[src/rtl/mips_pkg.sv]
// Shared MIPS front-end definitions: reset vector, NOP encoding, jump selects
// and the fetch FSM state type.
package mips_pkg;

    localparam logic [31:0] RESET_PC  = 32'h0000_0000;
    localparam logic [31:0] NOP_INSTR = 32'h0000_0000;

    localparam logic [1:0] JMP_SEQ = 2'b00;
    localparam logic [1:0] JMP_JR  = 2'b01;
    localparam logic [1:0] JMP_J   = 2'b10;

    typedef enum logic [1:0] {
        FETCH = 2'd0,
        DROP  = 2'd1,
        HOLD  = 2'd2
    } fetch_state_t;

endpackage

[src/rtl/if_next_pc.sv]
// Combinational next-PC selection: sequential pc+4 or the redirect target,
// with jr over j/jal over a taken branch.
module if_next_pc
    import mips_pkg::*;
(
    input  logic [31:0] pc,
    input  logic        branch_taken,
    input  logic [1:0]  jump,
    input  logic [31:0] branch_target,
    input  logic [31:0] jump_target,
    input  logic [31:0] jr_target,
    output logic [31:0] pc_plus4,
    output logic        take,
    output logic [31:0] target
);

    // Plain 32-bit add: the address wraps past 0xFFFF_FFFC by design.
    assign pc_plus4 = pc + 32'd4;
    assign take     = branch_taken | (jump != JMP_SEQ);

    // NOTE: every branch of this block assigns target, so no latch is inferred.
    always_comb begin
        if (jump == JMP_JR)
            target = jr_target;
        else if (jump == JMP_J)
            target = jump_target;
        else if (branch_taken)
            target = branch_target;
        else
            target = pc_plus4;
    end

endmodule

[src/rtl/if_stage.sv]
// Instruction fetch stage: PC, fetch FSM (FETCH/DROP/HOLD), hold buffer, IF/ID.
// Optional stall/flush counters when IF_STAGE_PERF_CNT_EN is defined.
module if_stage
    import mips_pkg::*;
(
    input  logic        clk,
    input  logic        rst,
    input  logic        pc_write,
    input  logic        ifid_write,
    input  logic        if_flush,
    input  logic        branch_taken,
    input  logic [31:0] branch_target,
    input  logic [1:0]  jump,
    input  logic [31:0] jump_target,
    input  logic [31:0] jr_target,
    output logic        imem_req,
    output logic [31:0] imem_addr,
    input  logic        imem_ready,
    input  logic [31:0] imem_rdata,
    output logic [31:0] ifid_instr,
    output logic [31:0] ifid_pc_plus4,
    output logic        ifid_valid,
    output logic [31:0] pc
`ifdef IF_STAGE_PERF_CNT_EN
    ,
    output logic [31:0] stall_cnt,
    output logic [31:0] flush_cnt
`endif
);

    fetch_state_t state_q, state_d;
    logic [31:0]  pc_q, pc_d;
    logic [31:0]  hold_q, hold_d;
    logic [31:0]  drop_addr_q, drop_addr_d;

    logic         ifid_load;
    logic [31:0]  ifid_instr_d, ifid_pc4_d;
    logic         ifid_valid_d;

    logic         advance, redirect, squash, take;
    logic [31:0]  pc_plus4, target;

    if_next_pc u_next_pc (
        .pc            (pc_q),
        .branch_taken  (branch_taken),
        .jump          (jump),
        .branch_target (branch_target),
        .jump_target   (jump_target),
        .jr_target     (jr_target),
        .pc_plus4      (pc_plus4),
        .take          (take),
        .target        (target)
    );

    assign advance  = pc_write & ifid_write;
    assign redirect = advance & take;
    assign squash   = redirect & if_flush;

    assign pc        = pc_q;
    assign imem_req  = ~rst & (state_q != HOLD);
    // DROP keeps presenting the abandoned address until memory answers it.
    assign imem_addr = (state_q == DROP) ? drop_addr_q : pc_q;

    always_comb begin
        state_d      = state_q;
        pc_d         = pc_q;
        hold_d       = hold_q;
        drop_addr_d  = drop_addr_q;
        ifid_load    = 1'b0;
        ifid_instr_d = NOP_INSTR;
        ifid_pc4_d   = ifid_pc_plus4;
        ifid_valid_d = 1'b0;

        unique case (state_q)
            FETCH: begin
                if (imem_ready && !advance) begin
                    hold_d  = imem_rdata;
                    state_d = HOLD;
                end else if (imem_ready) begin
                    ifid_load = 1'b1;
                    if (!squash) begin
                        ifid_instr_d = imem_rdata;
                        ifid_pc4_d   = pc_plus4;
                        ifid_valid_d = 1'b1;
                    end
                    pc_d = redirect ? target : pc_plus4;
                end else if (advance) begin
                    ifid_load = 1'b1;
                    if (redirect) begin
                        pc_d        = target;
                        drop_addr_d = pc_q;
                        state_d     = DROP;
                    end
                end
            end

            DROP: begin
                if (advance) begin
                    ifid_load = 1'b1;
                    if (redirect)
                        pc_d = target;
                end
                if (imem_ready)
                    state_d = FETCH;
            end

            HOLD: begin
                if (advance) begin
                    ifid_load = 1'b1;
                    if (!squash) begin
                        ifid_instr_d = hold_q;
                        ifid_pc4_d   = pc_plus4;
                        ifid_valid_d = 1'b1;
                    end
                    pc_d    = redirect ? target : pc_plus4;
                    hold_d  = NOP_INSTR;
                    state_d = FETCH;
                end
            end

            default: state_d = FETCH;
        endcase
    end

    // NOTE: sequential state uses non-blocking assignments so every register
    // samples the pre-edge values regardless of statement order.
    always_ff @(posedge clk) begin
        if (rst) begin
            state_q     <= FETCH;
            pc_q        <= RESET_PC;
            // NOTE: the hold buffer is reset too, so a stale word can never
            // surface after reset even though it is only a data register.
            hold_q      <= NOP_INSTR;
            drop_addr_q <= RESET_PC;
        end else begin
            state_q     <= state_d;
            pc_q        <= pc_d;
            hold_q      <= hold_d;
            drop_addr_q <= drop_addr_d;
        end
    end

    always_ff @(posedge clk) begin
        if (rst) begin
            ifid_instr    <= NOP_INSTR;
            ifid_pc_plus4 <= '0;
            ifid_valid    <= 1'b0;
        end else if (ifid_load) begin
            ifid_instr    <= ifid_instr_d;
            ifid_pc_plus4 <= ifid_pc4_d;
            ifid_valid    <= ifid_valid_d;
        end
    end

`ifdef IF_STAGE_PERF_CNT_EN
    always_ff @(posedge clk) begin
        if (rst) begin
            stall_cnt <= '0;
            flush_cnt <= '0;
        end else begin
            if (!advance && stall_cnt != 32'hFFFF_FFFF)
                stall_cnt <= stall_cnt + 32'd1;
            if (squash && flush_cnt != 32'hFFFF_FFFF)
                flush_cnt <= flush_cnt + 32'd1;
        end
    end
`endif

endmodule

[config.mk]
export PLATFORM = sky130hd
export DESIGN_NAME = if_stage
export DESIGN_NICKNAME = d
export VERILOG_FILES = /design/src/rtl/mips_pkg.sv /design/src/rtl/if_next_pc.sv /design/src/rtl/if_stage.sv
export SDC_FILE = /design/constraint.sdc
export NUM_CORES = 1
export LEC_CHECK = 0
export CORE_MARGIN = 5
export CORE_UTILIZATION = 30
export DETAILED_ROUTE_END_ITERATION = 10
export GPL_ROUTABILITY_DRIVEN = 0
export HOLD_SLACK_MARGIN = 0.15
export SLEW_MARGIN = 20
export SYNTH_ARGS = -nofsm -noshare
export SYNTH_HDL_FRONTEND = slang
export SYNTH_SLANG_ARGS = --single-unit
[constraint.sdc]
create_clock -name clk -period 2.7 [get_ports clk]
set_input_delay 0.81 -clock clk [delete_from_list [all_inputs] [get_ports clk]]
set_output_delay 0.81 -clock clk [all_outputs]
set_load 0.03 [all_outputs]
==> results.py, run 1 <==
metrics = {
    "finish": {
        "syn_to_final_growth_pct": 55.41,
        "finalNonFillerCells": 2243,
        "drive_gt1_frac": 0.2039,
        "antenna_cells": 0,
        "nFillCells": 3363,
        "fin_nets": 1924,
        "final_cell_area_sq_um": 15660,
    },
    "worst_hold_path": {
        "hold_path_class": "reg2reg",
    },
    "timing": {
        "hold_violations": 0,
        "slew_violations": 0,
        "period_minus_slack_ps": 2710,
        "finClkSkew_ps": 14.97,
        "finalSetupViolCount": 3,
        "rsz0062_at_grt": "true",
        "fmax_ghz": 0.3690,
        "tightest_slew_ps": 882.4,
        "fin_setup_tns_ps": -23.18,
        "finalCritPeriodShare": 1.004,
        "slew_headroom": 0.4055,
        "timing.final.ws_setup_ps": -10.28,
    },
    "logic_synthesis": {
        "synth_edf_count": 0,
        "yosysMostFrequentCell": "nor2_1",
        "yosys_warnings": 0,
        "ys_seq_area_frac": 0.3238,
        "synth_area_leaders": "dfxtp_1, nor2_1, a21oi_1",
        "synth-seq-cells": 163,
        "synth_cell_types": 65,
        "ys_dominant_reg_cell": "dfxtp_1",
        "async_flop_share": 0,
        "netlist_area_sq_um": 10080,
        "syn-num-nets": 1559,
        "synthCells": 1417,
        "synth.avg_cell_area_sq_um": 7.112,
        "synth_top_cell_by_area": "dfxtp_1",
        "yosys-top-cells-count": "nor2_1, a21oi_1, dfxtp_1",
        "netlist.area_leader.share": 0.3238,
    },
    "pwr": {
        "power_density_nw_per_um2": 596.3,
        "p_switching_mw": 3.695,
        "p_comb_frac": 0.427,
        "swShare": 0.3957,
        "seqPwrFrac": 0.303,
        "clockPowerShare": 0.270,
        "peakVddDrop_mv": 0.4120,
        "leakagePower_nw": 5.809,
        "p_int_mw": 5.643,
        "power_mw": 9.338,
    },
    "place": {
        "portBuffers": 266,
        "hpwl_microns": 36170,
        "dpl_cell_area_sq_um": 14570,
        "dpl.cell_count": 2197,
    },
    "floorplanning": {
        "num_rows": 67,
        "start_util": 0.3020,
        "ioPinCount": 267,
        "coreArea_sq_um": 33360,
        "dieHeight_microns": 193.3,
        "die_w_microns": 193.3,
        "dieArea_sq_um": 37360,
    },
    "clock_tree": {
        "ctsLongestPathBuffers": 2,
        "root_buffer": "clkbuf_16",
        "cts.clk_slew.worst_paths_ps": 80,
        "tritoncts": "done",
        "clk_latency_ps": 450,
        "cts_made_buffers": 17,
        "clock-sinks": 163,
        "htree_levels": 4,
    },
    "grt": {
        "grt_pass1_wl_microns": 73160,
        "grt_pass1_vias": 11834,
        "grt_start_max_net_pins": 47,
        "grt_use_total": 0.2458,
        "antenna_found_initial": 1,
        "gr-total-overflow": 0,
    },
    "run_status": {
        "status": "finished, violations left",
        "violations": "negative setup slack",
    },
    "detailed_routing": {
        "wl_per_cell_microns": 21.69,
        "wirelength_microns": 48640,
        "drtIter0Drc": 1561,
        "vias_per_cell": 5.609,
        "drtPass1Iterations": 8,
        "drc": 0,
        "drtAntennaViolNets": 0,
        "num_vias": 12580,
    },
    "critical_path": {
        "cp-start-kind": "flop",
        "required_ps": 1890,
        "crit_path_end_kind": "output port",
        "arrival_ps": 1900,
        "critical_path_class": "reg2out",
        "cp_max_fo": 8,
    },
    "job": {
        "drv_cap": 0,
    },
}
==> worst max-delay path, stage by stage (launching register included) <==
cell and delay, ps:
dfxtp_4 390, ha_4 170, buf_12 160, buf_4 120
mux2_2 310, clkdlybuf4s15_2 280
==> kinds of logic after synthesis <==
kind of cell / synth area share
AND/OR/NAND/NOR: 0.2386
AO/OA/AOI/OAI: 0.2956
flip-flops: 0.3238
buffers and inverters: 0.06196
multiplexers: 0.04246
XOR/XNOR: 0.03129
adder cells (fa/ha/maj): 0.006208
==> registers in the layout, summed over array words and instances (netlist names) <==
register       cells
hold_q            32
state_q            2
ifid_valid         1
ifid_pc_plus4     32
pc                32
ifid_instr        32
drop_addr_q       32
==> power groups by stage <==
| stage | Combinational [mW] | Sequential (mW) | Clock, mW |
|---|---|---|---|
| after global placement | 3.74 | 2.86 | 0 |
| after global routing | 4.20 | 2.85 | 2.69 |
| after detailed placement | 3.76 | 2.86 | 0 |
| after CTS | 3.84 | 2.81 | 2.58 |
| final | 3.99 | 2.82 | 2.53 |
| after floorplan | 1.76 | 3.03 | 0 |
==> routing by layer <==
| layer | share of wire | global-route usage |
|---|---|---|
| met1 | 0.40 | 0.3238 |
| met4 | 0.046 | 0.09913 |
| met3 | 0.10 | 0.06140 |
| met5 | 0.00014 | 0 |
| met2 | 0.45 | 0.3868 |
==> placed cells by master, fill, tap and decap left out, drive strengths merged, types with 12 or more instances in the layout <==
master | netlist | routed
nor2 | 251 | 251
buf | 35 | 240
clkdlybuf4s50 | 0 | 230
a21oi | 183 | 183
dfxtp | 163 | 163
nand2 | 157 | 157
o21ai | 72 | 72
a211oi | 41 | 41
a22oi | 38 | 38
nand3 | 32 | 32
mux2 | 28 | 28
inv | 18 | 26
nor3 | 22 | 22
clkbuf | 105 | 22
xnor2 | 22 | 22
o211ai | 18 | 18
nand4 | 16 | 16
a31oi | 14 | 14
xor2 | 14 | 14
nand2b | 12 | 12
==> cell type report <==
type	count	area (sq um)	share of cell area
Inverter	18	67.56	0.004314
Clock inverter	14	162.7	0.01039
Tap cell	448	560.5	0.03579
Multi-Input combinational cell	1096	6427	0.4104
Sequential cell	163	3274	0.2091
Timing Repair Buffer	486	4740	0.3026
Clock buffer	18	429.2	0.02740
==> final timing paths <==
path	slack (ps)	cells after the start	end	startpoint
max	-10	5	imem_addr[0]	state_q[0]$_SDFFE_PP0P_
min reg2reg	450	2	drop_addr_q[22]$_SDFFE_PP0P_	drop_addr_q[22]$_SDFFE_PP0P_
max reg2reg	30	9	pc[31]$_SDFFE_PP0P_	pc[6]$_SDFFE_PP0P_
min	450	2	drop_addr_q[22]$_SDFFE_PP0P_	drop_addr_q[22]$_SDFFE_PP0P_
==> through the flow <==
stage,hold slack (ps),utilization,setup WS (ps)
floorplan,432.9,-,2.180
global placement,438.9,0.4366,-436.9
detailed placement,443.2,0.4366,-461.0
CTS,454.8,0.4612,-36.23
global route,468.4,0.4694,-79.02
finish,453.4,0.4694,-10.28
==> timing repair <==
item                                    in CTS  in global routing
endpoints found under the setup margin      33                 76
setup buffers                                5                  4
cloned                                       2                  3
pin swaps                                    5                 10
hold buffers                                 0                  0
gates resized for setup                     62                 40
Power figures use the tool's default switching activity.
==> run 2, diff against run 1 <==
Settings changed: ABC_CLOCK_PERIOD_IN_PS from default to 3320, SLEW_MARGIN 20 to 30.
Clock period 2.7 ns to 3.32 ns, I/O delays scaled along.
==> run 2 against run 1 <==
Effect of this change: the run now ends clean; critical endpoint is now pc[28]$_SDFFE_PP0P_; combinational power decreased by 28%; critical path depth up 3; cell count decreased by 3.8%; global-route usage fell by 0.42 points; via count fell by 2.4%; clock power down 24%; clock-buffer cell count up 1.
==> results.py, run 2 (synthesis gave the netlist of run 1 again) <==
metrics = {
    "run_status": {
        "status": "complete, no violations",
    },
    "detailed_routing": {
        "wl_per_cell_microns": 21.87,
        "drtPass1Iterations": 8,
        "drc": 0,
        "num_vias": 12278,
        "wirelength_microns": 47200,
        "drtAntennaViolNets": 0,
        "vias_per_cell": 5.690,
        "drtIter0Drc": 1372,
    },
    "critical_path": {
        "r2r-end": "pc[28]$_SDFFE_PP0P_",
        "crit_path_end_kind": "flop",
        "required_ps": 3700,
        "reg2reg_depth": 8,
        "cp-start-kind": "flop",
        "timing.rr.start": "pc[3]$_SDFFE_PP0P_",
        "arrival_ps": 3580,
        "rrSetupSlack_ps": 120,
        "cp_max_fo": 12,
        "critical_path_class": "reg2reg",
    },
    "worst_hold_path": {
        "min_delay_worst_endpoint": "drop_addr_q[23]$_SDFFE_PP0P_",
        "hold_path_class": "reg2reg",
        "worstHoldPathCells": 2,
        "hp-start": "drop_addr_q[23]$_SDFFE_PP0P_",
    },
    "pwr": {
        "power_density_nw_per_um2": 490.6,
        "p_comb_frac": 0.403,
        "peakVddDrop_mv": 0.3823,
        "p_int_mw": 4.304,
        "seqPwrFrac": 0.328,
        "leakagePower_nw": 5.395,
        "power_mw": 7.135,
        "clockPowerShare": 0.269,
        "p_switching_mw": 2.831,
        "swShare": 0.3967,
    },
    "grt": {
        "gr-total-overflow": 0,
        "grt_start_max_net_pins": 47,
        "grt_use_total": 0.2416,
        "grt_pass1_vias": 11675,
        "antenna_found_initial": 1,
        "grt_pass1_wl_microns": 71900,
    },
    "timing": {
        "fmax_ghz": 0.3121,
        "finClkSkew_ps": 20.30,
        "slew_headroom": 0.4977,
        "tightest_slew_ps": 751.6,
        "rsz0062_at_grt": "false",
        "slew_violations": 0,
        "finalSetupViolCount": 0,
        "period_minus_slack_ps": 3204,
        "timing.final.ws_setup_ps": 115.6,
        "finalCritPeriodShare": 0.9652,
        "hold_violations": 0,
    },
    "floorplanning": {
        "dieArea_sq_um": 37360,
        "ioPinCount": 267,
        "dieHeight_microns": 193.3,
        "die_w_microns": 193.3,
        "num_rows": 67,
        "start_util": 0.3020,
        "coreArea_sq_um": 33360,
    },
    "place": {
        "hpwl_microns": 35360,
        "portBuffers": 266,
        "dp_slack_ps": -194.4,
    },
    "clock_tree": {
        "ctsLongestPathBuffers": 2,
        "post_cts_buffers": 0,
        "root_buffer": "clkbuf_16",
        "htree_levels": 4,
        "tritoncts": "done",
        "clock-sinks": 163,
        "cts_hold_buf": 0,
        "clk_latency_ps": 450,
        "cts.clk_slew.worst_paths_ps": 70,
        "cts_made_buffers": 17,
    },
    "finish": {
        "multiInputGateArea_sq_um": 6247,
        "nFillCells": 3417,
        "antenna_cells": 0,
        "final_common_cell": "nor2_1",
        "regArea_sq_um": 3263,
        "drive_gt1_frac": 0.1281,
        "fin_util": 0.4359,
        "fin_nets": 1840,
        "most-common-layout-cells": "nor2_1, clkdlybuf4s50_1, a21oi_1, dfxtp_1, nand2_1",
        "syn_to_final_growth_pct": 44.33,
    },
    "job": {
        "drv_cap": 0,
    },
}
==> run 2: how the worst max path moves through the flow <==
| stage | from | to | depth (start not counted) |
|---|---|---|---|
| 2_1_floorplan | state_q[1]$_SDFFE_PP0P_ | imem_addr[27] | 7 |
| 3_3_place_gp | branch_taken | pc[15]$_SDFFE_PP0P_ | 9 |
| 3_5_place_dp | branch_taken | pc[28]$_SDFFE_PP0P_ | 10 |
| 4_1_cts | state_q[0]$_SDFFE_PP0P_ | imem_addr[27] | 4 |
| 5_1_grt | pc[3]$_SDFFE_PP0P_ | pc[28]$_SDFFE_PP0P_ | 8 |
| 6_report | pc[3]$_SDFFE_PP0P_ | pc[28]$_SDFFE_PP0P_ | 8 |
==> run 2: power groups by stage <==
| stage | registers (mW) | logic, mW | clock network (mW) |
|---|---|---|---|
| after floorplan | 2.46 | 1.43 | 0 |
| after global placement | 2.38 | 2.84 | 0 |
| after detailed placement | 2.38 | 2.85 | 0 |
| after CTS | 2.34 | 2.83 | 1.96 |
| after global routing | 2.36 | 3.04 | 2.02 |
| final | 2.34 | 2.88 | 1.92 |
==> run 2: final cells by class <==
| cell class | instances | area share |
|---|---|---|
| timing repair buffer | 402 | 0.2657 |
| tap | 448 | 0.03854 |
| clock inverter | 12 | 0.007398 |
| multi-input combinational | 1096 | 0.4295 |
| inverter | 18 | 0.004646 |
| clock buffer | 19 | 0.02977 |
| sequential | 163 | 0.2244 |
==> run 2: routing by layer <==
layer	wire length, microns	up-vias	GRT usage
met2	20240	808	0.3635
li1	-	5620	-
met5	20	-	0
met4	2216	2	0.1078
met1	19430	5691	0.3204
met3	5289	157	0.07253
==> run 2: critical path, stage by stage (launching register included) <==
cell and delay [ps]:
dfxtp_1 370, ha_1 270, nand3_2 100, or4_4 680, nor4_4 380, xnor2_1 240
a2111oi_1 730, buf_4 230, a221o_1 130
==> run 2: timing repair <==
item | in CTS | in global routing
setup endpoints to repair | 30 | 6
endpoints found under the hold margin | 0 | 0
gates resized for setup | 25 | 6
==> run 2: per-stage QoR <==
stage | instances | TNS, ps | hold WS [ps] | cell area (sq um)
floorplan | 1417 | 0 | 432.9 | 10080
global placement | 2127 | -762.1 | 438.5 | 14010
detailed placement | 2127 | -697.1 | 444.5 | 14010
CTS | 2158 | 0 | 454.0 | 14530
global route | 2158 | 0 | 470.8 | 14540
finish | 2158 | 0 | 452.3 | 14540
